File: src/rtl/pic_host_programmer_if.sv
`default_nettype none
// ============================================================================
//  Module   : pic_host_programmer_if
//  Purpose  : Host request/command handshake plus the 8259 register bus
//             (cs/wr/rd/A0/data) as seen by the host-side programmer.
//  Revision : 1.0  initial release
// ============================================================================
interface pic_host_programmer_if;
    logic       start_init;
    logic [7:0] icw1;
    logic [7:0] icw2;
    logic [7:0] icw3;
    logic [7:0] icw4;
    logic       cmd_valid;
    logic       cmd_rd;
    logic       cmd_a0;
    logic [7:0] cmd_data;
    logic       cmd_ready;
    logic [7:0] pic_dout;
    logic       cs;
    logic       wr;
    logic       rd;
    logic       a0;
    logic [7:0] din;
    logic       busy;
    logic       init_done;
    logic [7:0] rd_data;
    logic       rd_valid;
    logic       err;

    // Programmer side: owns the PIC bus strobes and status outputs
    modport master (
        input  start_init, icw1, icw2, icw3, icw4,
        input  cmd_valid, cmd_rd, cmd_a0, cmd_data, pic_dout,
        output cmd_ready, cs, wr, rd, a0, din,
        output busy, init_done, rd_data, rd_valid, err
    );

    // System-controller side: issues requests and observes the bus
    modport slave (
        output start_init, icw1, icw2, icw3, icw4,
        output cmd_valid, cmd_rd, cmd_a0, cmd_data, pic_dout,
        input  cmd_ready, cs, wr, rd, a0, din,
        input  busy, init_done, rd_data, rd_valid, err
    );
endinterface
`default_nettype wire

File: src/rtl/pic_host_programmer.sv
`default_nettype none
// ============================================================================
//  Module   : pic_host_programmer
//  Purpose  : Host-side bus master for the 8259 PIC. Runs the ICW1..ICW4
//             initialization sequence (ICW3/ICW4 skipped as ICW1 dictates),
//             then single OCW writes and status reads with programmable
//             setup/pulse/hold timing.
//  Revision : 1.0  initial release
// ============================================================================
module pic_host_programmer #(
    parameter int SETUP = 1,
    parameter int PULSE = 2,
    parameter int HOLD  = 1
) (
    input  wire logic              clk,
    input  wire logic              rst_n,
    pic_host_programmer_if.master  bus
);

    localparam int c_MAX01 = (SETUP > PULSE) ? SETUP : PULSE;
    localparam int c_MAXP  = (c_MAX01 > HOLD) ? c_MAX01 : HOLD;
    localparam int c_CNT_W = (c_MAXP > 1) ? $clog2(c_MAXP) : 1;
    localparam logic [c_CNT_W-1:0] c_SETUP_LD = c_CNT_W'(SETUP - 1);
    localparam logic [c_CNT_W-1:0] c_PULSE_LD = c_CNT_W'(PULSE - 1);
    localparam logic [c_CNT_W-1:0] c_HOLD_LD  = c_CNT_W'(HOLD - 1);

    typedef enum logic [2:0] {
        ST_IDLE    = 3'd0,
        ST_SETUP   = 3'd1,
        ST_STROBE  = 3'd2,
        ST_HOLD    = 3'd3,
        ST_RECOVER = 3'd4
    } state_t;

    state_t               r_state, w_state_nxt;
    logic [c_CNT_W-1:0]   r_cnt, w_cnt_nxt;
    logic [1:0]           r_word, w_word_nxt;    // 0..3 = ICW1..ICW4
    logic                 w_last;
    logic [7:0]           w_next_byte;
    logic [1:0]           r_icw1_mode;           // {SNGL, IC4} from ICW1
    logic [7:0]           r_icw2, r_icw3, r_icw4;
    logic                 r_in_init, r_is_rd;
    logic                 r_a0;
    logic [7:0]           r_din;
    logic                 r_cs, r_wr, r_rd;
    logic                 r_init_done;
    logic [7:0]           r_rd_data;
    logic                 r_rd_valid, r_err;

    logic w_idle, w_cnt_zero, w_cmd_ready;
    logic w_acc_init, w_rej_init, w_acc_cmd, w_rd_capture;

    assign w_idle       = (r_state == ST_IDLE);
    assign w_cnt_zero   = (r_cnt == '0);
    assign w_cmd_ready  = w_idle & r_init_done & ~bus.start_init;
    assign w_acc_init   = w_idle & bus.start_init &  bus.icw1[4];
    assign w_rej_init   = w_idle & bus.start_init & ~bus.icw1[4];
    assign w_acc_cmd    = w_cmd_ready & bus.cmd_valid;
    assign w_rd_capture = (r_state == ST_STROBE) & w_cnt_zero & r_is_rd;

    // Pick the next ICW word: ICW3 only in cascade mode, ICW4 only if IC4 set
    always_comb begin
        w_word_nxt = r_word;
        w_last     = 1'b1;
        case (r_word)
            2'd0: begin
                w_word_nxt = 2'd1;
                w_last     = 1'b0;
            end
            2'd1: begin
                if (!r_icw1_mode[1]) begin
                    w_word_nxt = 2'd2;
                    w_last     = 1'b0;
                end else if (r_icw1_mode[0]) begin
                    w_word_nxt = 2'd3;
                    w_last     = 1'b0;
                end
            end
            2'd2: begin
                if (r_icw1_mode[0]) begin
                    w_word_nxt = 2'd3;
                    w_last     = 1'b0;
                end
            end
            default: ;
        endcase
        case (w_word_nxt)
            2'd2:    w_next_byte = r_icw3;
            2'd3:    w_next_byte = r_icw4;
            default: w_next_byte = r_icw2;
        endcase
    end

    // State and phase counter register
    always_ff @(posedge clk or negedge rst_n) begin
        if (!rst_n) begin
            r_state <= ST_IDLE;
            r_cnt   <= '0;
        end else begin
            r_state <= w_state_nxt;
            r_cnt   <= w_cnt_nxt;
        end
    end

    // Next-state logic; the counter is reloaded on every phase entry
    always_comb begin
        w_state_nxt = r_state;
        w_cnt_nxt   = w_cnt_zero ? r_cnt : r_cnt - 1'b1;
        case (r_state)
            ST_IDLE: begin
                if (w_acc_init || w_acc_cmd) begin
                    w_state_nxt = ST_SETUP;
                    w_cnt_nxt   = c_SETUP_LD;
                end
            end
            ST_SETUP: begin
                if (w_cnt_zero) begin
                    w_state_nxt = ST_STROBE;
                    w_cnt_nxt   = c_PULSE_LD;
                end
            end
            ST_STROBE: begin
                if (w_cnt_zero) begin
                    w_state_nxt = ST_HOLD;
                    w_cnt_nxt   = c_HOLD_LD;
                end
            end
            ST_HOLD: begin
                if (w_cnt_zero) begin
                    w_state_nxt = ST_RECOVER;
                    w_cnt_nxt   = '0;
                end
            end
            ST_RECOVER: begin
                if (r_in_init && !w_last) begin
                    w_state_nxt = ST_SETUP;
                    w_cnt_nxt   = c_SETUP_LD;
                end else begin
                    w_state_nxt = ST_IDLE;
                    w_cnt_nxt   = '0;
                end
            end
            default: begin
                w_state_nxt = ST_IDLE;
                w_cnt_nxt   = '0;
            end
        endcase
    end

    // Bus strobes registered from the next state so they are glitch-free
    always_ff @(posedge clk or negedge rst_n) begin
        if (!rst_n) begin
            r_cs <= 1'b1;
            r_wr <= 1'b1;
            r_rd <= 1'b1;
        end else begin
            r_cs <= !((w_state_nxt == ST_SETUP) || (w_state_nxt == ST_STROBE) ||
                      (w_state_nxt == ST_HOLD));
            r_wr <= !((w_state_nxt == ST_STROBE) && !r_is_rd);
            r_rd <= !((w_state_nxt == ST_STROBE) &&  r_is_rd);
        end
    end

    // Request latching, word sequencing, read capture and status flags
    always_ff @(posedge clk or negedge rst_n) begin
        if (!rst_n) begin
            r_icw1_mode <= 2'b00;
            r_icw2      <= 8'h00;
            r_icw3      <= 8'h00;
            r_icw4      <= 8'h00;
            r_word      <= 2'd0;
            r_in_init   <= 1'b0;
            r_is_rd     <= 1'b0;
            r_a0        <= 1'b0;
            r_din       <= 8'h00;
            r_init_done <= 1'b0;
            r_rd_data   <= 8'h00;
            r_rd_valid  <= 1'b0;
            r_err       <= 1'b0;
        end else begin
            r_err      <= w_rej_init;
            r_rd_valid <= w_rd_capture;
            if (w_rd_capture) begin
                r_rd_data <= bus.pic_dout;
            end
            if (w_acc_init) begin
                r_icw1_mode <= bus.icw1[1:0];
                r_icw2      <= bus.icw2;
                r_icw3      <= bus.icw3;
                r_icw4      <= bus.icw4;
                r_word      <= 2'd0;
                r_in_init   <= 1'b1;
                r_is_rd     <= 1'b0;
                r_init_done <= 1'b0;
                r_a0        <= 1'b0;
                r_din       <= bus.icw1;
            end else if (w_acc_cmd) begin
                r_in_init <= 1'b0;
                r_is_rd   <= bus.cmd_rd;
                r_a0      <= bus.cmd_a0;
                r_din     <= bus.cmd_rd ? 8'h00 : bus.cmd_data;
            end else if ((r_state == ST_RECOVER) && r_in_init) begin
                if (w_last) begin
                    r_in_init   <= 1'b0;
                    r_init_done <= 1'b1;
                end else begin
                    r_word <= w_word_nxt;
                    r_a0   <= 1'b1;
                    r_din  <= w_next_byte;
                end
            end
        end
    end

    assign bus.cmd_ready = w_cmd_ready;
    assign bus.cs        = r_cs;
    assign bus.wr        = r_wr;
    assign bus.rd        = r_rd;
    assign bus.a0        = r_a0;
    assign bus.din       = r_din;
    assign bus.busy      = ~w_idle;
    assign bus.init_done = r_init_done;
    assign bus.rd_data   = r_rd_data;
    assign bus.rd_valid  = r_rd_valid;
    assign bus.err       = r_err;

endmodule
`default_nettype wire

File: src/flat_wrapper.sv
// flat-port wrapper written by rule: the top's interface ports become plain ports
module pic_host_programmer_flat 
#(
    parameter int SETUP = 1,
    parameter int PULSE = 2,
    parameter int HOLD  = 1
)
  (clk, rst_n, bus_start_init, bus_icw1, bus_icw2, bus_icw3, bus_icw4, bus_cmd_valid, bus_cmd_rd, bus_cmd_a0, bus_cmd_data, bus_pic_dout, bus_cmd_ready, bus_cs, bus_wr, bus_rd, bus_a0, bus_din, bus_busy, bus_init_done, bus_rd_data, bus_rd_valid, bus_err);
  pic_host_programmer_if bus_i ();
  input  wire logic clk;
  input  wire logic rst_n;
  input wire logic [$bits(bus_i.start_init)-1:0] bus_start_init;
  input wire logic [$bits(bus_i.icw1)-1:0] bus_icw1;
  input wire logic [$bits(bus_i.icw2)-1:0] bus_icw2;
  input wire logic [$bits(bus_i.icw3)-1:0] bus_icw3;
  input wire logic [$bits(bus_i.icw4)-1:0] bus_icw4;
  input wire logic [$bits(bus_i.cmd_valid)-1:0] bus_cmd_valid;
  input wire logic [$bits(bus_i.cmd_rd)-1:0] bus_cmd_rd;
  input wire logic [$bits(bus_i.cmd_a0)-1:0] bus_cmd_a0;
  input wire logic [$bits(bus_i.cmd_data)-1:0] bus_cmd_data;
  input wire logic [$bits(bus_i.pic_dout)-1:0] bus_pic_dout;
  output wire logic [$bits(bus_i.cmd_ready)-1:0] bus_cmd_ready;
  output wire logic [$bits(bus_i.cs)-1:0] bus_cs;
  output wire logic [$bits(bus_i.wr)-1:0] bus_wr;
  output wire logic [$bits(bus_i.rd)-1:0] bus_rd;
  output wire logic [$bits(bus_i.a0)-1:0] bus_a0;
  output wire logic [$bits(bus_i.din)-1:0] bus_din;
  output wire logic [$bits(bus_i.busy)-1:0] bus_busy;
  output wire logic [$bits(bus_i.init_done)-1:0] bus_init_done;
  output wire logic [$bits(bus_i.rd_data)-1:0] bus_rd_data;
  output wire logic [$bits(bus_i.rd_valid)-1:0] bus_rd_valid;
  output wire logic [$bits(bus_i.err)-1:0] bus_err;
  assign bus_i.start_init = bus_start_init;
  assign bus_i.icw1 = bus_icw1;
  assign bus_i.icw2 = bus_icw2;
  assign bus_i.icw3 = bus_icw3;
  assign bus_i.icw4 = bus_icw4;
  assign bus_i.cmd_valid = bus_cmd_valid;
  assign bus_i.cmd_rd = bus_cmd_rd;
  assign bus_i.cmd_a0 = bus_cmd_a0;
  assign bus_i.cmd_data = bus_cmd_data;
  assign bus_i.pic_dout = bus_pic_dout;
  assign bus_cmd_ready = bus_i.cmd_ready;
  assign bus_cs = bus_i.cs;
  assign bus_wr = bus_i.wr;
  assign bus_rd = bus_i.rd;
  assign bus_a0 = bus_i.a0;
  assign bus_din = bus_i.din;
  assign bus_busy = bus_i.busy;
  assign bus_init_done = bus_i.init_done;
  assign bus_rd_data = bus_i.rd_data;
  assign bus_rd_valid = bus_i.rd_valid;
  assign bus_err = bus_i.err;
  pic_host_programmer #(.SETUP(SETUP), .PULSE(PULSE), .HOLD(HOLD)) u_core (.clk(clk), .rst_n(rst_n), .bus(bus_i));
endmodule
File: config.mk
export PLATFORM = sky130hd
export DESIGN_NAME = pic_host_programmer_flat
export DESIGN_NICKNAME = d
export VERILOG_FILES = /design/src/rtl/pic_host_programmer_if.sv /design/src/rtl/pic_host_programmer.sv /design/src/flat_wrapper.sv
export SDC_FILE = /design/constraint.sdc
export NUM_CORES = 1
export LEC_CHECK = 0
export ABC_AREA = 1
export ABC_CLOCK_PERIOD_IN_PS = 2110
export BUFFER_PORTS_ARGS = -buffer_cell sky130_fd_sc_hd__clkbuf_2
export CAP_MARGIN = 5
export CORE_MARGIN = 2
export CORE_UTILIZATION = 35
export DETAILED_ROUTE_END_ITERATION = 8
export PLACE_DENSITY_LB_ADDON = 0.1
export SLEW_MARGIN = 0
export SYNTH_ARGS = -nofsm -noshare
export SYNTH_HDL_FRONTEND = slang
export SYNTH_SLANG_ARGS = --single-unit
File: constraint.sdc
create_clock -name clk -period 2.11 [get_ports clk]
set_input_delay 0.211 -clock clk [delete_from_list [all_inputs] [get_ports clk]]
set_output_delay 0.211 -clock clk [all_outputs]
set_load 0.02 [all_outputs]
Word-level counts from Yosys, hierarchy flattened
Index checks and enable logic that the tools add are counted.
{ "classes": {"n_eq_ne": 14, "add_sub_neg": 1, "reduce_logical": 24, "bitwise_logic": 12, "muxes": 41} }
{ "op_table": {"columns": ["operator", "count"], "rows": [
  ["$mux W8", 5],
  ["$mux W1", 21],
  ["$pmux W8 S2", 1],
  ["$pmux W3 S5", 1],
  ["$eq A3 B2 Y1 const B", 4],
  ["$mux W2", 6],
  ["$mux W3", 4],
  ["$and A1 B1 Y1", 8],
  ["$eq A2 B2 Y1 const B", 3],
  ["$eq A3 B1 Y1 const B", 2],
  ["$pmux W1 S3", 2],
  ["$pmux W2 S3", 1],
  ["$reduce_and A3 Y1", 2],
  ["$reduce_bool A2 Y1", 3],
  ["$reduce_bool A3 Y1", 2],
  ["$logic_not A1 Y1", 5],
  ["$logic_and A1 B1 Y1", 4],
  ["$not A1 Y1", 4],
  ["$reduce_and A2 Y1", 2],
  ["$eq A3 B3 Y1 const B", 1],
  ["$logic_not A3 Y1", 1],
  ["$logic_or A1 B1 Y1", 3],
  ["$ne A3 B3 Y1 const B", 1],
  ["$eq A2 B1 Y1 const B", 1],
  ["other kinds (5)", 5]
]} }
{ "totals": {"register_bits": 57, "output_inout_bits": 25, "input_bits": 54} }

Longest topological paths before layout
{ "depth": {"word_depth": 11, "mapped_depth": 11, "ltp_nobuf": 10} }

Worst setup path after synthesis
No wires, ideal clock.
{ "synth_timing": {"path_type": "register -> register", "start": "register u_core.r_state[0]", "end": "register u_core.r_din[7], in the netlist u_core.bus.din[7]", "setup_slack_ns": 0.487, "path_stages_with_launch": 8, "path_buffers": 0, "required_ns": 2.041, "arrival_time_ns": 1.554, "period_less_slack_ns": 1.623, "path_cell_list": "dfrtp_1 nor2_8 nand2_1 nor2_1 nand4_1 nand3_2 nor2_2 nor2_2"} }
{ "synth_between": {"elab_chain_len": 6, "elab_cells_between_ends": 13, "cone_classes": "2 x eq/ne; 2 x mux; 5 x bitwise; 4 x reduce/logical"} }
{ "synth_lines": {"columns": ["element", "line_no", "source"], "rows": [
  ["from (decl)", "pic_host_programmer.sv:35", "state_t r_state, w_state_nxt;"],
  ["from (signal assigned)", "pic_host_programmer.sv:100", "r_state <= w_state_nxt;"],
  ["$logic_not A3 Y1 (*)", "pic_host_programmer.sv:53", "assign w_idle = (r_state == ST_IDLE);"],
  ["$and A1 B1 Y1 (*) (2 in a row)", "pic_host_programmer.sv:55", "assign w_cmd_ready = w_idle & r_init_done & ~bus.start_init;"],
  ["named net bus_cmd_ready", "flat_wrapper.sv:22", "output wire logic [$bits(bus_i.cmd_ready)-1:0] bus_cmd_ready;"],
  ["$and A1 B1 Y1 (*)", "pic_host_programmer.sv:58", "assign w_acc_cmd = w_cmd_ready & bus.cmd_valid;"],
  ["$ne A3 B3 Y1 (no line) (tied with other cells)", null, null],
  ["$reduce_and A2 Y1 (no line) / $mux W8 (equally long branches)", null, null],
  ["to (signal assigned)", "pic_host_programmer.sv:196", "r_din <= bus.icw1;"],
  ["to (signal assigned)", "pic_host_programmer.sv:201", "r_din <= bus.cmd_rd ? 8'h00 : bus.cmd_data;"],
  ["to (signal assigned)", "pic_host_programmer.sv:209", "r_din <= w_next_byte;"],
  ["to (decl)", "pic_host_programmer.sv:44", "logic [7:0] r_din;"]
]} }
The timed path passes the listed nets; every way through them passes the cells marked *.
A chain may end at the register's enable or synchronous reset.

Worst setup path after layout
{ "layout_timing": {"start": "register u_core.r_state[0]", "end": "register u_core.r_icw4[1]"} }
{ "layout_between": {"elab_chain_len": 3} }
{ "layout_lines": {"columns": ["element", "line_no", "source"], "rows": [
  ["$logic_not A3 Y1", "pic_host_programmer.sv:53", null],
  ["$and A1 B1 Y1 (2 in a row)", "pic_host_programmer.sv:56", "assign w_acc_init = w_idle & bus.start_init & bus.icw1[4];"],
  ["to (signal assigned)", "pic_host_programmer.sv:190", "r_icw4 <= bus.icw4;"],
  ["to (decl)", "pic_host_programmer.sv:41", "logic [7:0] r_icw2, r_icw3, r_icw4;"]
]} }
No other way between the ends.

==> results.ini <==
[run_status]
status = finished, final reports clean

[critical_path]
crit_arrival_ns = 1.98
cp.buffers_inverters = 2
crit_path_cell_trace = nor2_8 -> nand4_4 -> inv_2 -> buf_4 -> o21ai_0
crit_fanout = 24
path_class = register to register
r2r-start = u_core.r_state[0]$_DFF_PN0_
worstSetupStartpointType = register
end_kind = register
crit_slowest_cell = dfrtp_1
critPathTopFamily = buffers and inverters
rr_worst_depth = 5
r2r-end = u_core.r_icw4[1]$_DFFE_PN0P_
r2r_setup_slack_ns = 0.34
crit_required_ns = 2.32
cpPeakStageDelay_ns = 0.48

[yosys]
synth_top_area_cell = dfrtp_1
synth_common_cells = nand2_1 (139), dfrtp_1 (54), nor2_1 (27)
synth-seq-area-share_pct = 52.6
synthCells = 329
synth_area_mm2 = 0.00272
synth_edf_count = 0
async_flop_share_pct = 100
synth_area_leaders = dfrtp_1 (50%), nand2_1 (19%), nand3_1 (4.6%)
synth_top_area_share_pct = 49.7
synth_most_common_cell = nand2_1
syn_area_per_cell_um2 = 8.27
ys.flop_type = dfrtp_1
synth_nets = 383
synth_cell_types = 26
synth-seq-cells = 57
synth_warnings = 0

[detailed_routing]
drt_iter0_drc = 119
wl_um = 6500
viasPerCell = 4.45
route.detailed.drc = 0
ant_nets = 0
firstDrtPassIters = 4
vias = 2317
wl_per_cell_um = 12.5

[floorplan]
pin_count = 79
core_area_mm2 = 0.00761
die_w_um = 92.2
die_h_um = 92.2
core.rowCount = 32
initial_utilization_pct = 35.8
die_area_mm2 = 0.00849

[clocking]
cts_resized = 0
cts_htree_levels = 3
post-cts-setup-buffer-count = 0
cts_sinks = 57
cts_buffers = 9
cts-root-buf = clkbuf_8
cts_buffer_depth = 2
cts_hold_buf = 0
cts_tree = yes
clk_latency_ns = 0.33
clkTransAtPathRegs_ns = 0.06

[placed_design]
port_buffers = 78
place_inst = 505
detailedPlace.worstSlack_ns = 0.305
hpwl_um = 4790
dpl_cell_area_mm2 = 0.00320
place_congestion = 0.884

[sta]
rsz0062_at_grt = no
finClkSkew_ns = 0.00382
max_freq_mhz = 565
tns_ns = 0
finalSetupViolations = 0
hold_violations = 0
worst_slack_ns = 0.339
worstMarginPinSlew_ns = 0.723
fin_crit_ns = 1.77
finalCritPeriodShare_pct = 83.9
slew_violations = 0
slew-limit-headroom_pct = 51.8
holdWs_ns = 0.0238

[global_route]
grt_max_degree = 58
grt_pass1_wl_um = 11300
grt_pass1_vias = 2350
grt_overflow_total = 0
grt.total_usage_pct = 17.0
grt_antenna_before_repair = 0

[cells_and_area]
drive_gt1_share_pct = 29.1
nNetsFinal = 468
area_growth_pct = 25.3
fin_cells = 521
fin_util_pct = 44.8
antenna_cells = 0
finalInstanceArea_mm2 = 0.00341

[power]
leakage_nw = 1.86
vdd_ir_drop_max_v = 0.000454
total_power_mw = 5.12
power.density_mw_per_mm2 = 1500

[min_path]
hold_path_class = primary input to asynchronous set/reset pin

[run]
cap_violations = 0

==> final cells by class <==
type | instances | area [um^2]
fill | 818 | 4200
clock buffer | 14 | 173
clock inverter | 2 | 35.0
inverter | 30 | 113
multi-input combinational | 234 | 1110
timing repair buffer | 82 | 420
sequential | 57 | 1430
tap | 102 | 128
==> state kept, by name, summed over array words and instances, names as in the netlist, 2 cells and up <==
| name | cells |
|---|---|
| u_core.r_icw3 | 8 |
| u_core.r_icw1_mode | 2 |
| u_core.r_state | 3 |
| u_core.r_icw2 | 8 |
| u_core.r_icw4 | 8 |
| u_core.bus.rd_data | 8 |
| u_core.bus.din | 8 |
| u_core.r_word | 2 |
==> cell families (layout without fill, tap and decap cells) <==
group | Yosys count | in the layout | synth area share (%)
AND/OR/NAND/NOR | 214 | 214 | 36.8
flip-flops | 57 | 57 | 52.6
buffers and inverters | 38 | 128 | 6.62
AO/OA/AOI/OAI | 20 | 20 | 3.96
==> where the power goes <==
part | internal, mW | switching (mW)
sequential | 1.60 | 0.275
clock | 0.641 | 0.421
combinational | 0.735 | 1.44
total | 2.98 | 2.14
==> how the worst max path moves through the flow <==
| stage | to | start | cells past startpoint | slack, ns |
|---|---|---|---|---|
| final | u_core.r_icw4[1]$_DFFE_PN0P_ | u_core.r_state[0]$_DFF_PN0_ | 5 | 0.34 |
| after global routing | u_core.r_icw3[7]$_DFFE_PN0P_ | u_core.r_state[0]$_DFF_PN0_ | 5 | 0.18 |
| after CTS | u_core.r_icw3[7]$_DFFE_PN0P_ | u_core.r_state[0]$_DFF_PN0_ | 5 | 0.29 |
| after detailed placement | u_core.r_icw3[7]$_DFFE_PN0P_ | u_core.r_state[0]$_DFF_PN0_ | 5 | 0.30 |
| after global placement | u_core.r_icw3[7]$_DFFE_PN0P_ | u_core.r_state[0]$_DFF_PN0_ | 5 | 0.40 |
| after floorplan | u_core.bus.din[7]$_DFFE_PN0P_ | u_core.r_state[0]$_DFF_PN0_ | 7 | 0.49 |
==> placed cells by master (no fill, tap or decap) <==
cell type / count
nand2_1: 139
clkbuf_2: 78
dfrtp_1: 54
nor2_1: 27
inv_1: 25
nand3_1: 25
clkbuf_8: 12
o21ai_0: 11
inv_2: 5
a21oi_1: 5
buf_4: 4
nor3_1: 3
nand4_1: 3
nand4_4: 3
nand2_2: 3
nor2_2: 3
o22ai_1: 3
dfstp_2: 3
nor2_8: 2
nand3_2: 2
clkbuf_1: 2
nor3_2: 1
nand2_4: 1
nand2_8: 1
o21ai_2: 1
nand3_4: 1
bufinv_16: 1
clkinv_2: 1
==> routing by layer <==
metal | wire length, um | GRT usage (%) | share of wire, %
met5 | 0 | 0 | 0
met1 | 3340 | 24.7 | 51
met4 | 107 | 6.72 | 1.6
met2 | 2760 | 25.2 | 42
met3 | 295 | 2.79 | 4.5
Note: power is estimated with default switching activity, not from simulation.
